File: src/rtl/keypad_scan4x4.sv
// rtl/keypad_scan4x4.sv - 4x4 hex keypad column scanner with debounce and 16-bit key history
module keypad_scan4x4 #(
   parameter int SCAN_DIV       = 250000,
   parameter int DEBOUNCE_SCANS = 4
) (
   input  logic        clk,
   input  logic        reset,
   input  logic        clear,
   input  logic [3:0]  row,
   output logic [3:0]  col,
   output logic [3:0]  key,
   output logic        key_valid,
   output logic        key_down,
   output logic [15:0] value
);

   localparam int            CW   = (SCAN_DIV > 1) ? $clog2(SCAN_DIV) : 1;
   localparam logic [CW-1:0] TC   = CW'(SCAN_DIV - 1);
   localparam int            DW   = $clog2(DEBOUNCE_SCANS + 1);
   localparam logic [DW:0]   DS_W = (DW + 1)'(DEBOUNCE_SCANS);

   typedef enum logic [1:0] {IDLE, PRESS_WAIT, HELD, RELEASE_WAIT} state_t;

   state_t        state, state_nx;
   logic [3:0]    row_meta, row_sync;
   logic [CW-1:0] cnt;
   logic [1:0]    col_idx;
   logic          hit_valid;
   logic [3:0]    hit_code;
   logic [3:0]    cand, cand_nx;
   logic [DW-1:0] dcnt, dcnt_nx;
   logic [DW:0]   dcnt_inc;
   logic          tc, scan_done, cur_hit, scan_hit, accept;
   logic [3:0]    cur_code, scan_code;

   // Lowest active row wins; rows are active-low.
   function automatic logic [3:0] key_code(input logic [1:0] c, input logic [3:0] r);
      logic [1:0] ri;
      ri = 2'd3;
      for (int i = 3; i >= 0; i--)
         if (!r[i]) ri = 2'(i);
      case ({ri, c})
         4'b0000: key_code = 4'h1;
         4'b0001: key_code = 4'h2;
         4'b0010: key_code = 4'h3;
         4'b0011: key_code = 4'hA;
         4'b0100: key_code = 4'h4;
         4'b0101: key_code = 4'h5;
         4'b0110: key_code = 4'h6;
         4'b0111: key_code = 4'hB;
         4'b1000: key_code = 4'h7;
         4'b1001: key_code = 4'h8;
         4'b1010: key_code = 4'h9;
         4'b1011: key_code = 4'hC;
         4'b1100: key_code = 4'h0;
         4'b1101: key_code = 4'hF;
         4'b1110: key_code = 4'hE;
         default: key_code = 4'hD;
      endcase
   endfunction

   assign tc        = (cnt == TC);
   assign scan_done = tc && (col_idx == 2'd3);
   assign cur_hit   = (row_sync != 4'hF);
   assign cur_code  = key_code(col_idx, row_sync);
   // The current column's sample still counts when it is the last one of the scan.
   assign scan_hit  = hit_valid | cur_hit;
   assign scan_code = hit_valid ? hit_code : cur_code;
   assign dcnt_inc  = {1'b0, dcnt} + 1'b1;
   assign key_down  = (state == HELD) || (state == RELEASE_WAIT);

   always_ff @(posedge clk or negedge reset) begin
      if (!reset) begin
         row_meta  <= 4'hF;
         row_sync  <= 4'hF;
         cnt       <= '0;
         col_idx   <= 2'd0;
         col       <= 4'b1110;
         hit_valid <= 1'b0;
         hit_code  <= 4'h0;
      end else begin
         row_meta <= row;
         row_sync <= row_meta;
         if (tc) begin
            cnt     <= '0;
            col_idx <= col_idx + 2'd1;
            col     <= ~(4'b0001 << (col_idx + 2'd1));
            if (col_idx == 2'd3) begin
               hit_valid <= 1'b0;
               hit_code  <= 4'h0;
            end else if (cur_hit && !hit_valid) begin
               hit_valid <= 1'b1;
               hit_code  <= cur_code;
            end
         end else begin
            cnt <= cnt + 1'b1;
         end
      end
   end

   always_comb begin
      state_nx = state;
      cand_nx  = cand;
      dcnt_nx  = dcnt;
      accept   = 1'b0;
      if (scan_done) begin
         case (state)
            IDLE: begin
               if (scan_hit) begin
                  cand_nx = scan_code;
                  dcnt_nx = DW'(1);
                  if (DEBOUNCE_SCANS == 1) begin
                     accept   = 1'b1;
                     state_nx = HELD;
                  end else begin
                     state_nx = PRESS_WAIT;
                  end
               end
            end
            PRESS_WAIT: begin
               if (!scan_hit) begin
                  state_nx = IDLE;
                  dcnt_nx  = '0;
               end else if (scan_code == cand) begin
                  if (dcnt_inc >= DS_W) begin
                     accept   = 1'b1;
                     state_nx = HELD;
                  end else begin
                     dcnt_nx = dcnt_inc[DW-1:0];
                  end
               end else begin
                  cand_nx = scan_code;
                  dcnt_nx = DW'(1);
               end
            end
            HELD: begin
               if (!scan_hit) begin
                  state_nx = RELEASE_WAIT;
                  dcnt_nx  = DW'(1);
               end
            end
            default: begin
               if (scan_hit) begin
                  state_nx = HELD;
               end else if (dcnt_inc >= DS_W) begin
                  state_nx = IDLE;
                  dcnt_nx  = '0;
               end else begin
                  dcnt_nx = dcnt_inc[DW-1:0];
               end
            end
         endcase
      end
   end

   always_ff @(posedge clk or negedge reset) begin
      if (!reset) begin
         state     <= IDLE;
         cand      <= 4'h0;
         dcnt      <= '0;
         key       <= 4'h0;
         key_valid <= 1'b0;
         value     <= 16'h0000;
      end else begin
         state     <= state_nx;
         cand      <= cand_nx;
         dcnt      <= dcnt_nx;
         key_valid <= accept;
         if (accept) begin
            key   <= cand_nx;
            value <= clear ? {12'h000, cand_nx} : {value[11:0], cand_nx};
         end else if (clear) begin
            value <= 16'h0000;
         end
      end
   end

endmodule

File: config.mk
export PLATFORM = sky130hd
export DESIGN_NAME = keypad_scan4x4
export DESIGN_NICKNAME = d
export VERILOG_FILES = /design/src/rtl/keypad_scan4x4.sv
export SDC_FILE = /design/constraint.sdc
export NUM_CORES = 1
export LEC_CHECK = 0
export ABC_AREA = 1
export BUFFER_PORTS_ARGS = -buffer_cell sky130_fd_sc_hd__buf_2
export CORE_MARGIN = 3
export CORE_UTILIZATION = 40
export CTS_CLUSTER_DIAMETER = 100
export DETAILED_ROUTE_END_ITERATION = 10
export PLACE_DENSITY = 0.6
export SKIP_CTS_REPAIR_TIMING = 1
export SLEW_MARGIN = 40
export SYNTH_ARGS = -nofsm -noshare
export SYNTH_HDL_FRONTEND = slang
export SYNTH_SLANG_ARGS = --single-unit
File: constraint.sdc
create_clock -name clk -period 3.8 [get_ports clk]
set_input_delay 0.57 -clock clk [delete_from_list [all_inputs] [get_ports clk]]
set_output_delay 0.57 -clock clk [all_outputs]
set_load 0.05 [all_outputs]
==> results.md <==
* Inst Count DP at 557
* Fin Hold WS at between 0.2 and 0.3 ns
* Tot GR Track Use at between 10% and 20%
* Detailed placement HPWL at between 4000 and 5000 µm
* Routed wl met3 at 245 µm
* Post-synth top cells: nand2_1 (113), inv_1 (57), dfrtp_1 (56)
* Logic gate share of total power at 4.1%
* Outcome: complete, no violations
* Row count at 33
* Highest-delay cell along the critical path: dfrtp_1
* Die height at ~100 µm
* Final Hold Vio Count at 0
* Crit path time final at 2.447 ns
* Syn Nets at 443
* Area of the die at between 0.009 and 0.01 mm²
* Crit start category: register
* Static leakage at 2.094 nW
* Peak supply drop at 193.1 µV
* Yosys warnings at 0
* Top delay family on crit path: simple AND/OR/NAND/NOR gates
* Ant diodes at 0
* Int Pwr at 1.025 mW
* Core Area at 0.008382 mm²
* Most frequent cell on the critical path: nand2_2
* DR iter-0 viols at 125
* R2R Setup Slk at 1.35 ns
* Pin count of the biggest net entering global routing at 36
* Post-detailed-routing wire length at 6823 µm
* Worst slew margin at 50.13%
* Sequential share of the synthesized area at 48.04%
* Worst setup EP type: register
* Drt drc at 0
* Worst-margin pin slew at 0.7481 ns
* Routed length per instance at around 12 µm
* Area added between synthesis and finish at 11.81%
* Synth top area share at around two fifths
* Worst Reg-to-Reg Cells at 13
* Synth Cell Area at 0.003518 mm²
* RR Endpoint: value[11]
* Post-route total power at 1.323 mW
* TritonCTS clock tree: yes
* Layout cell share with drive strength beyond 1 at 20.47%
* Highest clock rate at just over 400 MHz
* Synth area leaders: dfrtp_1 (40%), nand2_1 (12%), dfstp_2 (8.2%)
* Buf/Inv on CP at 2
* Critical-path cell list: inv_1, ha_1, a21oi_2, nand2_2, nand2_2, nand2_2, nand3_4, nand3_4, nor2_4, nand4_1, buf_4, nand3_1, nand2_1
* Routed Antenna Nets at 0
* Arrival time worst endpoint at 2.67 ns
* CTS root buffer: clkbuf_8
* Setup TNS at 0 ns
* Number of distinct library cells after synthesis at 36
* DR vias/cell at around 4.8
* Max Slew Vio Count at 0
* Type of the worst setup path: reg -> reg
* Predominant post-synthesis flop cell: dfrtp_1
* Via Count at 2747
* Clock Sinks at 67
* Non-Filler Instances at 574
* Post-synth ARST share at 100.0%
* Met2 Routed Length at 3363 µm
* Die X at 99.79 µm
* Buffers on Ports at 32
* TritonRoute pass-1 iters at 6
* First-pass GRT wire length at 12030 µm
* Vias in the first global route at around 2700
* Clk_lat worst skew at between 0.3 and 0.4 ns
* Yosys top cell by area: dfrtp_1
* Clock buffers created by TritonCTS at 9
* Clock power frac at 41.1%
* Clk pin slew, worst setup/hold paths at 0.07 ns
* Max Cap Viol at 0
* HP Class: in -> async
* Layout filler cell count at 826
* Setup Skew at between 0.008 and 0.009 ns
* Net Sw Power at around 0.30 mW
* Final core occ at roughly 47%
* CP peak stage delay at 0.44 ns
* Initial antenna violation count at 0
* Metal-1 WL at 3157 µm
* Syn Inst Count at 428
* Synth Register Bits at 67
* Reg area at 0.001690 mm²
* Final setup fails at 0
* Reg2Reg Launch Point: col_idx[0]
* Layout Nets at about 480
* Largest buffer count on any clock path at 2
* Highest metal used: met4
* Multi-input gate area at about 0.0015 mm²
* Crit-path max FO at 15
* RSZ-0062 raised after global routing: false
* Maximum level of the CTS H-tree at 3
* Total gr overflow at 0
* Pwr/cell area at 336.4 mW/mm²
* Sequential Power Share at 54.8%
* Post-synth EDFFs at 0
* Required @ worst endpoint at 4.03 ns
* Most numerous cell in the Yosys netlist: nand2_1
* Final Cycle Share at 64.38%
* Starting Density at 41.98%
* Syn_area_per_cell at 8.221 µm²
* GP Congestion at 0.8753
* Top-level I/O count at 33
* Switching Fraction at 22.52%
==> area by class of cell <==
| cell class | count | area share, % |
|---|---|---|
| Sequential cell | 67 | 42.97 |
| Clock buffer | 14 | 4.389 |
| Clock inverter | 2 | 0.2545 |
| Timing Repair Buffer | 34 | 4.771 |
| Multi-Input combinational cell | 293 | 38.65 |
| Inverter | 59 | 5.630 |
| Tap cell | 105 | 3.340 |
==> state kept, by name, summed over array words and instances, names as in the netlist, named ones only <==
name       flops
cand           4
cnt           18
col            4
col_idx        2
dcnt           3
hit_code       4
hit_valid      1
key            4
key_valid      1
row_meta       4
row_sync       4
state          1
value         16
==> layout by cell type (no fill, tap or decap), types with 2 or more instances in the layout <==
| cell type | netlist | layout |
|---|---|---|
| or2_2 | 4 | 4 |
| xor2_1 | 7 | 7 |
| a31oi_1 | 2 | 2 |
| clkinv_2 | 0 | 2 |
| nand3_1 | 37 | 37 |
| nand4_1 | 9 | 9 |
| ha_1 | 8 | 8 |
| nand3_4 | 3 | 3 |
| dfrtp_1 | 56 | 56 |
| nand2_2 | 13 | 13 |
| nand3_2 | 8 | 8 |
| clkbuf_8 | 2 | 12 |
| a21oi_1 | 5 | 5 |
| nor2_4 | 3 | 3 |
| o21a_1 | 2 | 2 |
| clkbuf_1 | 2 | 2 |
| o21ai_1 | 5 | 5 |
| nor3_1 | 2 | 2 |
| dfstp_2 | 11 | 11 |
| nor2_1 | 46 | 46 |
| buf_2 | 0 | 32 |
| o21ai_0 | 15 | 15 |
| inv_1 | 57 | 57 |
| nor4_1 | 2 | 2 |
| inv_2 | 2 | 2 |
| nand2_1 | 113 | 113 |
==> worst reg2reg max path, delay by kind of cell (launching register included) <==
| kind | cells | cell delay [ns] |
|---|---|---|
| AOI/OAI and AO/OA | 1 | 0.17 |
| adders and majority gates | 1 | 0.38 |
| buffers and inverters | 2 | 0.45 |
| DFF | 1 | 0.44 |
| and+or+nand+nor | 9 | 0.89 |
==> power by group through the flow <==
stage          logic, mW  clock network (mW)  registers, mW
2_1_floorplan     0.0325                   0          0.736
3_3_place_gp      0.0549                   0          0.738
3_5_place_dp      0.0553                   0          0.738
4_1_cts           0.0556               0.562          0.725
5_1_grt           0.0616               0.590          0.725
6_report          0.0538               0.544          0.725
==> cells by family after synthesis <==
kind of cell,after synthesis,share of synthesized area (%)
flip-flops,67,48.04
AO/OA/AOI/OAI,32,5.014
XOR/XNOR,8,1.992
adder cells (fa/ha/maj),8,2.845
AND/OR/NAND/NOR,245,33.36
buffers and inverters,68,8.749
==> per-stage QoR <==
| step | cell area (µm²) | worst slack [ns] |
|---|---|---|
| after floorplan | 3518 | 1.795 |
| after global placement | 3744 | 1.109 |
| after detailed placement | 3744 | 1.023 |
| after CTS | 3926 | 0.9832 |
| after global routing | 3934 | 1.126 |
| final | 3934 | 1.353 |
==> routing by layer <==
metal / vias to the layer above / GRT usage, %
li1: 1414 / -
met1: 1289 / 19.16
met2: 38 / 24.27
met3: 6 / 4.448
met4: 0 / 4.097
met5: - / 0
==> how the worst max path moves through the flow <==
| stage | from | depth (start not counted) | to |
|---|---|---|---|
| 6_report | col_idx[0] | 13 | value[11] |
| 5_1_grt | col_idx[0] | 12 | value[7] |
| 4_1_cts | col_idx[0] | 12 | value[0] |
| 3_5_place_dp | col_idx[0] | 12 | value[0] |
| 3_3_place_gp | col_idx[0] | 12 | value[7] |
| 2_1_floorplan | col_idx[0] | 13 | value[10] |
Power figures use the tool's default switching activity.
